### config.mk
export PLATFORM = sky130hd
export DESIGN_NAME = pipe_flow_ctrl
export DESIGN_NICKNAME = d
export VERILOG_FILES = /design/src/rtl/pipe_flow_ctrl.sv
export SDC_FILE = /design/constraint.sdc
export NUM_CORES = 1
export LEC_CHECK = 0
export ABC_AREA = 1
export CAP_MARGIN = 10
export CORE_UTILIZATION = 50
export CTS_CLUSTER_SIZE = 24
export DETAILED_ROUTE_END_ITERATION = 12
export PLACE_DENSITY = 0.77
export SLEW_MARGIN = 25
export SYNTH_ARGS = -nofsm -noshare
export SYNTH_HDL_FRONTEND = slang
export SYNTH_SLANG_ARGS = --single-unit
### constraint.sdc
create_clock -name clk -period 2.4 [get_ports clk]
set_input_delay 0.72 -clock clk [delete_from_list [all_inputs] [get_ports clk]]
set_output_delay 0.72 -clock clk [all_outputs]
set_load 0.02 [all_outputs]
### src/rtl/pipe_flow_ctrl.sv
// pipe_flow_ctrl: flow-control wrapper around a fixed-latency, clock-enabled
// shift_reg datapath. It tracks which pipeline stages hold valid items, stalls
// the pipeline only when a valid head item cannot be stored, and buffers
// pipeline output in a small FIFO with a valid/ready handshake downstream.
module pipe_flow_ctrl #(
    parameter int WIDTH      = 8,
    parameter int LATENCY    = 3,
    parameter int FIFO_DEPTH = 4
) (
    input  logic             clk,
    input  logic             rst,
    input  logic             in_valid,
    output logic             in_ready,
    output logic             pipe_en,
    input  logic [WIDTH-1:0] pipe_data,
    output logic             out_valid,
    input  logic             out_ready,
    output logic [WIDTH-1:0] out_data
);

    localparam int PTR_W = $clog2(FIFO_DEPTH);
    localparam int CNT_W = PTR_W + 1;

    logic [LATENCY-1:0] vbit;
    logic [PTR_W-1:0]   rd_ptr;
    logic [PTR_W-1:0]   wr_ptr;
    logic [CNT_W-1:0]   count;
    logic [WIDTH-1:0]   mem [FIFO_DEPTH];

    logic full;
    logic push;
    logic pop;

    // Handshake decode: stall only when a valid head item has nowhere to go.
    // NOTE: every always_comb output gets a value on every path, so no latch is inferred.
    always_comb begin
        out_valid = (count != '0);
        pop       = out_valid & out_ready;
        full      = (count == CNT_W'(FIFO_DEPTH));
        pipe_en   = !(vbit[0] & full & !pop);
        push      = pipe_en & vbit[0];
        in_ready  = pipe_en;
        out_data  = out_valid ? mem[rd_ptr] : '0;
    end

    // Valid bits shift toward stage 0 in lockstep with the enabled pipeline.
    generate
        if (LATENCY > 1) begin : g_vbit_multi
            // NOTE: sequential state uses non-blocking assignments so every register samples pre-edge values.
            always_ff @(posedge clk or posedge rst) begin
                if (rst) begin
                    vbit <= '0;
                end else if (pipe_en) begin
                    vbit <= {in_valid, vbit[LATENCY-1:1]};
                end
            end
        end else begin : g_vbit_single
            always_ff @(posedge clk or posedge rst) begin
                if (rst) begin
                    vbit <= '0;
                end else if (pipe_en) begin
                    vbit <= in_valid;
                end
            end
        end
    endgenerate

    // FIFO storage: written on push, read combinationally at the head.
    // NOTE: the data array is not reset; out_valid and the out_data gating make stale entries invisible.
    always_ff @(posedge clk) begin
        if (push) begin
            mem[wr_ptr] <= pipe_data;
        end
    end

    // FIFO pointers and occupancy; pointers wrap naturally at a power-of-two depth.
    always_ff @(posedge clk or posedge rst) begin
        if (rst) begin
            rd_ptr <= '0;
            wr_ptr <= '0;
            count  <= '0;
        end else begin
            if (push) begin
                wr_ptr <= wr_ptr + 1'b1;
            end
            if (pop) begin
                rd_ptr <= rd_ptr + 1'b1;
            end
            case ({push, pop})
                2'b10:   count <= count + 1'b1;
                2'b01:   count <= count - 1'b1;
                default: count <= count;
            endcase
        end
    end

endmodule

# [Yosys cells after proc, flatten, opt, wreduce, memory -nomap -nowiden]
# Memory sizes are Yosys's and may differ from the RTL's.
# Index checks and enable logic that the tools add are counted.
[word_totals] memories=1 ramBits=32 output_inout_bits=11 ff_bits=10
[mem_list] memory="mem" words=4 width=8 rd=1 rd_clocked_by_memory_dff=0 wr=1 line="28" source="logic [WIDTH-1:0] mem [FIFO_DEPTH];"
[classes] eq_ne=3 add_sub_neg=4 bitwise_logic=4 n_reduce_logical=4 n_mux=4
[op_table] operator="two-way mux 8 bit" n=1
[op_table] operator="case mux 3 bit (2 select lines)" n=1
[op_table] operator="adder 2 x 1 -> 2 bit, second input constant" n=2
[op_table] operator="bitwise AND 1 bit" n=4
[op_table] operator="adder 3 x 1 -> 3 bit, second input constant" n=1
[op_table] operator="== test 3 bit, second input constant" n=1
[op_table] operator="nonzero test 3 bit" n=1
[op_table] operator="subtractor 3 x 1 -> 3 bit, second input constant" n=1
[op_table] operator="== test 2 x 1 -> 1 bit, second input constant" n=1
[op_table] operator="== test 2 bit, second input constant" n=1
[op_table] operator="logical NOT 1 bit" n=2
[op_table] operator="two-way mux 1 bit" n=2
[op_table] operator="nonzero test 2 bit" n=1

# [Depth between registers and ports, before layout]
[depth] ltp_word=8 ltp_mapped=9 ltp_nobuf=9

# [Worst setup path before layout]
# No wires, ideal clock.
[synth_timing] path_kind="reg-to-output" start="reg rd_ptr[0]" end="out out_data[5]" t_arrival_ps=1207 path_stages_with_launch=6 required_time_ps=1680 slack_ps=473 path_cell_list="dfrtp_1 -> buf_2 -> inv_2 -> clkbuf_2 -> o21ai_0 -> a21oi_1"
[synth_between] elab_chain_cells=2
[synth_rtl] element="from (decl)" line="25" source="logic [PTR_W-1:0] rd_ptr;"
[synth_rtl] element="from (signal assigned)" line="87" source="rd_ptr <= rd_ptr + 1'b1;"
[synth_rtl] element="memory read (4 x 8 bit)"
[synth_rtl] element="two-way mux 8 bit" line="43" source="out_data = out_valid ? mem[rd_ptr] : '0;"
[synth_rtl] element="to (decl)" line="18" source="output logic [WIDTH-1:0] out_data"
# Every way passes these cells.

# [Worst setup path after layout]
[layout_timing] start="in out_ready" end="out in_ready"
[layout_between] elab_chain_cells=4
[layout_rtl] element="from (decl)" line="17" source="input logic out_ready,"
[layout_rtl] element="bitwise AND 1 bit" line="38" source="pop = out_valid & out_ready;"
[layout_rtl] element="logical NOT 1 bit" line="40" source="pipe_en = !(vbit[0] & full & !pop);"
[layout_rtl] element="bitwise AND 1 bit" line="40"
[layout_rtl] element="logical NOT 1 bit" line="40"
[layout_rtl] element="to (decl)" line="13" source="output logic in_ready,"
# Every way passes these cells.

==> metrics.md <==
| Metric | Value |
|---|---|
| FF-to-FF setup slack | `0.75 ns` |
| Slowest CP cell | `clkdlybuf4s50_1` |
| Setup Skew | `approximately 0.0066 ns` |
| Crit-path max FO | `3` |
| Setup TNS | `0 ns` |
| Shortest period the worst path allows | `between 2 and 2.5 ns` |
| Yosys reg bits | `42` |
| Hold WS | `between 0.4 and 0.5 ns` |
| Largest net degree at the start of global routing | `15` |
| Synth-to-layout area growth | `22.7%` |
| Final setup fails | `0` |
| CP Launch Point | `out_ready` |
| Clk buf depth | `2` |
| Crit-path leading delay family | `buffers and inverters` |
| H-Tree Depth | `2` |
| Synth Warn # | `0` |
| CP endpoint kind | `primary output` |
| Final Cycle Share | `0.983` |
| Most common cell in the netlist | `nor2_1` |
| Mapped Area | `approximately 1900 um2` |
| Worst path bufs/invs | `2` |
| Starting Density | `0.540` |
| P_leak | `0.936 nW` |
| Critical Path RT | `~1.7 ns` |
| Total GRT Usage | `0.192` |
| WP data arrival | `1.64 ns` |
| Final nets | `around 220` |
| Final GP Congestion | `roughly 0.75` |
| Reg2reg path depth | `9` |
| CTS buffer count | `5` |
| Dpl ws | `-0.308 ns` |
| Max-Cap Viols | `0` |
| CTS tree | `done` |
| Worst Path Class, Setup | `in2out` |
| FFs w/ async S/R, synth | `0.238` |
| Ports | `23` |
| Fillers | `259` |
| Normalized max-slew margin | `0.752` |
| Most frequent CP cell | `nand2_4` |
| Number of synthesized flops with an enable pin | `32` |
| Post-synth top area cell | `edfxtp_1` |
| Outcome | `finished, final reports clean` |
| # DRC | `0` |
| Hold path start | `vbit[1]` |
| DRT Pass-1 Iters | `4` |
| Die X | `approximately 63 um` |
| Initial antenna violation count | `0` |
| Core Region | `around 3400 um2` |
| First DRT Iteration DRCs | `41` |
| Hold path cells | `2` |
| Critical R2R Launch | `count[0]` |
| First-pass GRT wire length | `5600 um` |
| Setup crit start kind | `primary input` |
| Slowest stage delay, CP | `0.53 ns` |
| Max-slew violations | `0` |
| Unrepaired setup endpoints after global routing | `no` |
| Hold/Removal Path Class | `reg2reg` |
| N_diodes | `0` |
| Post-route antenna net violation count | `0` |
| Post-synth top area share | `0.517` |
| Final hold viol count | `0` |
| Seq/Total Area, Yosys | `0.652` |
| DIE AREA | `3960 um2` |
| Vias in the first global route | `1244` |
| Worst R2R End | `count[2]` |
| Fmax | `roughly 420 MHz` |
| Total power | `2.95 mW` |
| Worst Tran Pin Value | `around 0.37 ns` |
| Syn Area/Cell | `11.4 um2` |
| Detailed Route WL | `about 3300 um` |
| CTS sink cnt | `42` |
| PnR worst setup slack | `0.0404 ns` |
| Clock latency on the worst-skew pair | `roughly 0.28 ns` |
| DR vias | `1224` |
| Root buf cell | `clkbuf_8` |
| Congestion Overflow GR | `0` |
| Synth area leaders | `edfxtp_1 (52%), dfrtp_1 (13%), nor2_1 (7.7%)` |
| WL/cell | `approximately 13 um` |
| Worst vdd ir | `0.820 mV` |
| Synth cell count leaders | `nor2_1 (38), edfxtp_1 (32), o21ai_0 (16)` |
| Cells after Synth | `163` |
| PD cells | `1300 nW/um2` |
| Vias per Instance | `4.94` |
| Port-buffer cells | `22` |
| Mapped Nets | `between 150 and 200` |
| CP Cell Sequence | `clkdlybuf4s50_1 -> nand2_4 -> nand2_4 -> clkdlybuf4s15_2` |
| Ratio of cells with drive above 1 in the final layout | `0.238` |
| Hold Path End | `vbit[0]` |
| Netlist cell types | `24` |
| Post-DP HPWL | `2430 um` |
| # rows | `21` |
| Ys flop type | `edfxtp_1` |
| Die H | `about 63 um` |
| Clock slew at reported path FFs | `around 0.070 ns` |
[layer usage]
layer	vias up	wire length (um)	GRT usage
li1	616	-	-
met2	25	1800	0.337
met3	4	115	0.0511
met5	-	0	0
met4	0	38	0.0698
met1	579	1370	0.222
[power by group]
group	switching (mW)	internal, mW
Sequential	0.104	1.01
Combinational	0.879	0.536
Clock	0.221	0.204
[stage by stage]
step	instances	utilization	instance area, um2
after floorplan	163	-	1860
after global placement	240	0.646	2220
after detailed placement	240	0.646	2220
after CTS	248	0.673	2320
after global routing	248	0.662	2280
final	248	0.662	2280
[final cells by class]
cell class | count | area [um2] | area share
clock buffers | 5 | 68.8 | 0.0302
clock inverters | 3 | 21.3 | 0.00933
inverters | 18 | 71.3 | 0.0313
multi-input cells | 98 | 549 | 0.241
flip-flops and latches | 42 | 1210 | 0.531
well taps | 46 | 57.6 | 0.0252
repair buffers | 36 | 300 | 0.132
[worst max-delay path by stage]
stage                             end  slack (ns)  depth (start not counted)
after floorplan           out_data[5]        0.47                          5
after global placement       in_ready       -0.30                          4
after detailed placement      pipe_en       -0.31                          4
after CTS                 out_data[1]      -0.007                          6
after global routing      out_data[6]      0.0004                          6
final                        in_ready        0.04                          4
[worst register-to-register path, stage by stage (launching register included)]
cell and delay [ns]:
dfrtp_1 0.43, nor2_4 0.08, nand2_4 0.12, nand3_1 0.15
fa_1 0.44, inv_1 0.10, nand4_1 0.10, nand3_1 0.09
nand2_1 0.05, inv_1 0.04
[logic make-up (layout without fill, tap and decap cells)]
logic type,count (synthesis),in the layout,share of synthesized area
DFF,42,42,0.652
AOI/OAI and AO/OA,28,28,0.0774
xor gates and xnor gates,3,3,0.0182
adders and majority gates,5,5,0.0377
buffers and inverters,23,62,0.0525
and+or+nand+nor,62,62,0.162
[sequential cells by signal, summed over array words and instances, names as in the netlist]
signal	flops
count	3
vbit	3
rd_ptr	2
wr_ptr	2
mem	32
[layout by cell type, fill, tap and decap left out, types with 2 or more instances in the layout]
master and count:
nor2_1 38, edfxtp_1 32, o21ai_0 16, inv_1 14, buf_4 13, clkdlybuf4s50_1 12
dfrtp_1 10, a21oi_1 9, nand2_1 8, clkbuf_8 5, clkbuf_2 5, nand2_4 4
nand3_1 4, ha_1 4, inv_2 3, buf_2 3, nor2_4 2, nand2_2 2
xor2_1 2, o21ai_1 2, clkinvlp_4 2, nand4_1 2, clkdlybuf4s15_2 2
[what timing repair did]
action	CTS	global route
hold buffers	0	0
endpoints found under the hold margin	0	0
setup endpoints to repair	10	8
resized for setup	21	13
pin swaps	0	1
buffers inserted	0	0
(Power assumes the default switching activity.)
